==> src/rtl/tt_um_toivoh_opbench.sv <==
// tt_um_toivoh_opbench -- small operation bench.
//
// Operand bytes are loaded into a buffer through a strobed command
// interface. A START snapshots the two halves (x = low, y = high) and
// runs one operation. The result register can then be read one byte at
// a time through a read pointer.
//
// Ports:
//   clk      sole clock, rising edge
//   rst      synchronous active-high reset
//   ena      gates strobe events; a running operation is unaffected
//   ui_in    data byte (operand byte, pointer value or mode)
//   uio_in   [7] strobe, [6:4] command, [3:0] unused
//   uo_out   result byte selected by the read pointer
//   uio_out  [0] busy, [1] done, [7:2] zero
//   uio_oe   constant 8'h0F
module tt_um_toivoh_opbench #(
    parameter int LOG2_BYTES_IN  = 3,
    parameter int LOG2_BYTES_OUT = 2
) (
    input  logic       clk,
    input  logic       rst,
    input  logic       ena,
    input  logic [7:0] ui_in,
    input  logic [7:0] uio_in,
    output logic [7:0] uo_out,
    output logic [7:0] uio_out,
    output logic [7:0] uio_oe
);

    localparam int BYTES_IN  = 1 << LOG2_BYTES_IN;
    localparam int W         = BYTES_IN * 4;
    localparam int BYTES_OUT = 1 << LOG2_BYTES_OUT;
    localparam int OW        = BYTES_OUT * 8;
    localparam int SHW       = LOG2_BYTES_IN + 2;   // shift amount width, covers 0..W-1
    localparam int CW        = $clog2(W);

    localparam logic [2:0] CMD_WRITE = 3'd0;
    localparam logic [2:0] CMD_SETWP = 3'd1;
    localparam logic [2:0] CMD_START = 3'd2;
    localparam logic [2:0] CMD_SETRP = 3'd3;
    localparam logic [2:0] CMD_NEXT  = 3'd4;

    localparam logic [2:0] MODE_PASS = 3'd0;
    localparam logic [2:0] MODE_ADD  = 3'd1;
    localparam logic [2:0] MODE_NAND = 3'd2;
    localparam logic [2:0] MODE_ASR  = 3'd3;
    localparam logic [2:0] MODE_MUL  = 3'd4;

    logic [7:0]                r_buf [BYTES_IN];
    logic [LOG2_BYTES_IN-1:0]  r_wp;
    logic [LOG2_BYTES_OUT-1:0] r_rp;
    logic [2:0]                r_mode;
    logic                      r_busy;
    logic                      r_done;
    logic                      r_stb_q;
    logic [W-1:0]              r_x;      // multiplicand for MUL, shifted left each step
    logic [W-1:0]              r_y;      // multiplier for MUL, shifted right each step
    logic [W-1:0]              r_acc;
    logic [CW-1:0]             r_cnt;
    logic [OW-1:0]             r_result;

    logic                      w_stb;
    logic [2:0]                w_cmd;
    logic [W-1:0]              w_x;
    logic [W-1:0]              w_y;
    logic [W-1:0]              w_mul_sum;
    logic [W:0]                w_res;
    logic [OW+W:0]             w_res_ext;
    logic                      w_store;
    logic                      w_unused;

    // Rising edge of the strobe; history is tracked even while ena is low
    // so a strobe held across ena rising does not fire late.
    assign w_stb = uio_in[7] & ~r_stb_q & ena;
    assign w_cmd = uio_in[6:4];

    always_comb begin
        w_x = '0;
        w_y = '0;
        for (int i = 0; i < BYTES_IN / 2; i++) begin
            w_x[i*8 +: 8] = r_buf[i];
            w_y[i*8 +: 8] = r_buf[i + BYTES_IN/2];
        end
    end

    // One shift-add step; the final step's sum is the stored product.
    assign w_mul_sum = r_acc + (r_y[0] ? r_x : '0);

    always_comb begin
        w_res = '0;
        case (r_mode)
            MODE_PASS: w_res = {1'b0, r_x};
            MODE_ADD:  w_res = {1'b0, r_x} + {1'b0, r_y};
            MODE_NAND: w_res = {1'b0, ~(r_x & r_y)};
            MODE_ASR:  w_res = {1'b0, $unsigned($signed(r_x) >>> r_y[SHW-1:0])};
            MODE_MUL:  w_res = {1'b0, w_mul_sum};
            default:   w_res = '0;
        endcase
    end

    // Padding then taking the low OW bits gives zero-extend or truncate
    // for any W/OW combination.
    assign w_res_ext = {{OW{1'b0}}, w_res};

    assign w_store = r_busy & ((r_mode != MODE_MUL) | (r_cnt == CW'(W - 1)));

    always_ff @(posedge clk) begin
        if (rst) begin
            for (int i = 0; i < BYTES_IN; i++) r_buf[i] <= '0;
            r_wp     <= '0;
            r_rp     <= '0;
            r_mode   <= '0;
            r_busy   <= 1'b0;
            r_done   <= 1'b0;
            r_stb_q  <= 1'b0;
            r_x      <= '0;
            r_y      <= '0;
            r_acc    <= '0;
            r_cnt    <= '0;
            r_result <= '0;
        end else begin
            r_stb_q <= uio_in[7];

            if (r_busy) begin
                if (r_mode == MODE_MUL) begin
                    r_acc <= w_mul_sum;
                    r_x   <= r_x << 1;
                    r_y   <= r_y >> 1;
                    r_cnt <= r_cnt + 1'b1;
                end
                if (w_store) begin
                    r_result <= w_res_ext[OW-1:0];
                    r_busy   <= 1'b0;
                    r_done   <= 1'b1;
                end
            end

            // START is only taken while idle, so it never collides with
            // the busy-path updates above.
            if (w_stb) begin
                case (w_cmd)
                    CMD_WRITE: begin
                        r_buf[r_wp] <= ui_in;
                        r_wp        <= r_wp + 1'b1;
                    end
                    CMD_SETWP: r_wp <= ui_in[LOG2_BYTES_IN-1:0];
                    CMD_START: begin
                        if (!r_busy) begin
                            r_mode <= ui_in[2:0];
                            r_x    <= w_x;
                            r_y    <= w_y;
                            r_acc  <= '0;
                            r_cnt  <= '0;
                            r_busy <= 1'b1;
                            r_done <= 1'b0;
                        end
                    end
                    CMD_SETRP: r_rp <= ui_in[LOG2_BYTES_OUT-1:0];
                    CMD_NEXT:  r_rp <= r_rp + 1'b1;
                    default: ;
                endcase
            end
        end
    end

    assign uo_out   = r_result[{r_rp, 3'b000} +: 8];
    assign uio_out  = {6'b0, r_done, r_busy};
    assign uio_oe   = 8'h0F;

    assign w_unused = &{1'b0, uio_in[3:0]};

endmodule

==> config.mk <==
export PLATFORM = sky130hd
export DESIGN_NAME = tt_um_toivoh_opbench
export DESIGN_NICKNAME = d
export VERILOG_FILES = /design/src/rtl/tt_um_toivoh_opbench.sv
export SDC_FILE = /design/constraint.sdc
export NUM_CORES = 1
export LEC_CHECK = 0
export BUFFER_PORTS_ARGS = -buffer_cell sky130_fd_sc_hd__buf_4
export CORE_ASPECT_RATIO = 1.1
export CORE_MARGIN = 4
export CORE_UTILIZATION = 70
export CTS_BUF_LIST = sky130_fd_sc_hd__clkbuf_8
export DETAILED_ROUTE_END_ITERATION = 8
export HOLD_SLACK_MARGIN = 0.12
export PLACE_DENSITY = 0.88
export SETUP_SLACK_MARGIN = 0.1
export SLEW_MARGIN = 30
export SYNTH_ARGS = -nofsm -noshare
export SYNTH_HDL_FRONTEND = slang
export SYNTH_SLANG_ARGS = --single-unit
==> constraint.sdc <==
create_clock -name clk -period 5.7 [get_ports clk]
set_input_delay 0.855 -clock clk [delete_from_list [all_inputs] [get_ports clk]]
set_output_delay 0.855 -clock clk [all_outputs]
set_load 0.1 [all_outputs]
==> results.json <==
{
  "outcome": "finished clean",
  "cp-startpoint": "r_y[0]$_SDFF_PP0_",
  "dpl.hpwl_mm": 32.34,
  "chipHeight_um": 158.8,
  "fp.coreArea_sq_mm": 0.02007,
  "nets": 1815,
  "syn-cell-area_sq_mm": 0.01447,
  "seq_area_frac_synth": 0.3322,
  "grt.overflow.total": 0,
  "io_pins": 43,
  "yosysTopAreaCell": "dfxtp_1",
  "yosys-top-cells-area": "dfxtp_1 20%, edfxtp_1 13%, nand2_1 8.0%",
  "viasPerCell": 6.962,
  "hp-start": "r_acc[27]$_SDFF_PP0_",
  "cpMaxStageDelayCell": "dfxtp_2",
  "rsz0062_at_grt": "false",
  "grt_pass1_vias": 13090,
  "cts_resized": 0,
  "syn-instance-count": 1766,
  "finalSetupViolCount": 0,
  "grt_max_degree": 92,
  "seq_area_sq_mm": 0.004807,
  "grt_pass1_wl_mm": 70.52,
  "endpoint_kind": "flop",
  "hold_violations": 0,
  "worstMarginPinSlew_ps": 995.0,
  "cts_inserted_buffers": 36,
  "clock_sinks": 208,
  "hold_class": "reg -> reg",
  "die_x_um": 145.1,
  "cp_slowest_stage_delay_ps": 600,
  "reg2reg_slack_ps": 1540,
  "synth.distinct_cells": 71,
  "maxCapViolations": 0,
  "clkSlewWorstSetupHoldPaths_ps": 60,
  "fin_setup_tns_ps": 0,
  "leakage_nw": 5.821,
  "fill_cells": 1434,
  "post_cts_buffers": 0,
  "drc": 0,
  "ir_drop_v": 0.0002441,
  "drive_gt1_frac": 0.09475,
  "cpMostUsedCell": "a21oi_1",
  "track_usage": 0.3776,
  "critPathArrivalTime_ps": 4580,
  "finClkSkew_ps": 29.67,
  "finalMaxSlewViolations": 0,
  "p_per_area_mw_per_mm2": 204.2,
  "cts_max_level": 2,
  "reg2reg_depth": 12,
  "path_cells": "buf_4 > and2_1 > ha_1 > a21oi_1 > o21a_1 > a2111oi_0 > a21oi_1 > a21oi_1 > a31oi_1 > xnor2_1 > a221oi_1 > nor2_1",
  "clock_path_buffers": 3,
  "path_buf_inv": 1,
  "setup_ws_ps": 1545,
  "fin_crit_sh": 0.7290,
  "initial_core_util": 0.7209,
  "synth_async_sr_flop_share": 0,
  "crit_family": "compound AO/OA/AOI/OAI gates",
  "pre_cts_ws_ps": 1728,
  "routed_wl_mm": 45.00,
  "critical_path_class": "reg -> reg",
  "crit_fanout": 39,
  "avgSynthCellArea_sq_um": 8.191,
  "synth_top_area_frac": 0.1993,
  "synthToLayoutAreaGrowth_pct": 5.908,
  "drt_iter0_markers": 1710,
  "synth_edf_count": 64,
  "fmax_ghz": 0.2407,
  "rows": 54,
  "antenna_cells": 0,
  "synth_flop_cell": "dfxtp_1",
  "drt_pass1_iterations": 6,
  "drtAntennaViolNets": 0,
  "cts_root_buf": "clkbuf_8",
  "synth_seq_cells": 208,
  "wl_per_cell_um": 22.45,
  "hold_buffers": 0,
  "gp_congestion": 1.038,
  "clk_latency_ps": 550,
  "dr_total_vias": 13950,
  "slew_headroom": 0.3342,
  "layout_min_cycle_time_ps": 4155,
  "cp-start-kind": "flop",
  "r2r-start": "r_y[0]$_SDFF_PP0_",
  "hold_end": "r_acc[27]$_SDFF_PP0_",
  "port_buffers": 24,
  "crit_required_ps": 6120,
  "timing.rr.end": "r_result[27]$_SDFFE_PP0P_",
  "cts_tree": "done",
  "antenna_found_initial": 0,
  "synth_warnings": 0,
  "fin_total_pwr_w": 0.003128,
  "die_area_sq_mm": 0.02303,
  "whs_path_depth": 2,
  "multi_input_area_sq_mm": 0.009050
}
## worst max-delay path by stage
stage / to / slack [ps] / cells past startpoint
2_1_floorplan: r_acc[31]$_SDFF_PP0_ / 2060 / 16
3_3_place_gp: r_result[28]$_SDFFE_PP0P_ / 1810 / 12
3_5_place_dp: r_result[28]$_SDFFE_PP0P_ / 1730 / 12
4_1_cts: r_result[28]$_SDFFE_PP0P_ / 1700 / 12
5_1_grt: r_result[31]$_SDFFE_PP0P_ / 1360 / 12
6_report: r_result[27]$_SDFFE_PP0P_ / 1540 / 12
## where the power goes
group | internal (W) | total [W] | leakage (nW) | switching, W
registers | 0.00155 | 0.00158 | 1.83 | 0.0000269
clock network | 0.000704 | 0.00134 | 0.397 | 0.000631
logic | 0.0000584 | 0.000217 | 3.60 | 0.000158
## synthesized netlist by cell type, types with 7 or more instances
master and number:
nor2_1 177, o2111ai_1 12, nand4_1 13, a211oi_1 19, or2_2 11, mux2i_1 31
xnor2_1 33, a31oi_1 9, o21ai_0 82, edfxtp_1 64, nand3_1 20, o22ai_1 9
and3_1 14, dfxtp_1 144, mux4_2 32, a221oi_1 23, a311oi_1 66, or3_1 9
and2_1 100, nand2_1 310, xor2_1 24, a21oi_1 138, buf_4 16, o31ai_1 9
ha_1 66, buf_2 7, nand2b_1 11, inv_1 24, nor2b_1 11, o21a_1 7
clkbuf_1 109, nor3_1 20, a21o_1 22, a22oi_1 7, o211ai_1 16
## cell families (layout without fill, tap and decap cells)
logic type / count (synthesis) / in the layout / share of synthesized area
other: 2 / 14 / 0.0005192
adders and majority gates: 68 / 68 / 0.05986
DFF: 208 / 208 / 0.3322
buffers and inverters: 162 / 136 / 0.04680
and+or+nand+nor: 720 / 720 / 0.2258
xor gates and xnor gates: 57 / 57 / 0.03451
AOI/OAI and AO/OA: 481 / 481 / 0.2252
muxes: 68 / 68 / 0.07517
## metal layers
metal | GRT usage | share of wire | up-vias
met5 | 0 | 0 | -
met4 | 0.1900 | 0.053 | 0
met3 | 0.07497 | 0.12 | 173
met2 | 0.6001 | 0.45 | 926
met1 | 0.4944 | 0.38 | 6502
li1 | - | - | 6351
## stage by stage
| step | hold slack [ps] | cell area [sq um] | util | cells |
|---|---|---|---|---|
| after floorplan | 417.4 | 14510 | - | 1778 |
| after global placement | 432.8 | 14630 | 0.7291 | 1942 |
| after detailed placement | 444.8 | 14630 | 0.7291 | 1942 |
| after CTS | 460.7 | 15320 | 0.7633 | 2004 |
| after global routing | 480.4 | 15320 | 0.7634 | 2004 |
| final | 460.2 | 15320 | 0.7634 | 2004 |
## cells in the final DEF (no fill, tap or decap), types with 7 or more instances in the layout
cell type | netlist | final
nand2b_1 | 11 | 11
dfxtp_1 | 144 | 142
clkbuf_8 | 0 | 41
xor2_1 | 24 | 24
a21o_1 | 22 | 22
inv_1 | 24 | 35
a311oi_1 | 66 | 66
and2_1 | 100 | 100
nor3_1 | 20 | 20
nand2_1 | 310 | 309
o31ai_1 | 9 | 9
nor2b_1 | 11 | 11
or2_2 | 11 | 11
a221oi_1 | 23 | 23
and3_1 | 14 | 13
xnor2_1 | 33 | 33
o22ai_1 | 9 | 9
nor2_1 | 177 | 177
o21ai_0 | 82 | 82
a21oi_1 | 138 | 138
conb_1 | 2 | 14
a31oi_1 | 9 | 9
or3_1 | 9 | 9
nand4_1 | 13 | 13
ha_1 | 66 | 66
a22oi_1 | 7 | 7
o21a_1 | 7 | 7
a211oi_1 | 19 | 19
o211ai_1 | 16 | 16
edfxtp_1 | 64 | 64
o2111ai_1 | 12 | 12
mux2i_1 | 31 | 31
mux4_2 | 32 | 32
buf_4 | 16 | 49
nand3_1 | 20 | 20
## registers in the layout, indices dropped and copies added (netlist names)
signal	count
r_wp	3
r_rp	2
r_busy	1
r_cnt	5
r_stb_q	1
r_done	1
r_buf	64
r_mode	3
r_acc	32
r_y	32
r_x	32
r_result	32
## tightest hold or removal path: cells and delay by family (launching register included)
kind | cells | cell delay, ps
DFF | 1 | 310
and+or+nand+nor | 1 | 50
AOI/OAI and AO/OA | 1 | 50
## cell type report
cell class,instances,area share
multi-input combinational,1408,0.5907
tap,252,0.02058
timing repair buffer,49,0.02401
clock buffer,41,0.03683
sequential,208,0.3138
inverter,25,0.006125
clock inverter,21,0.007922
(Power assumes the default switching activity.)
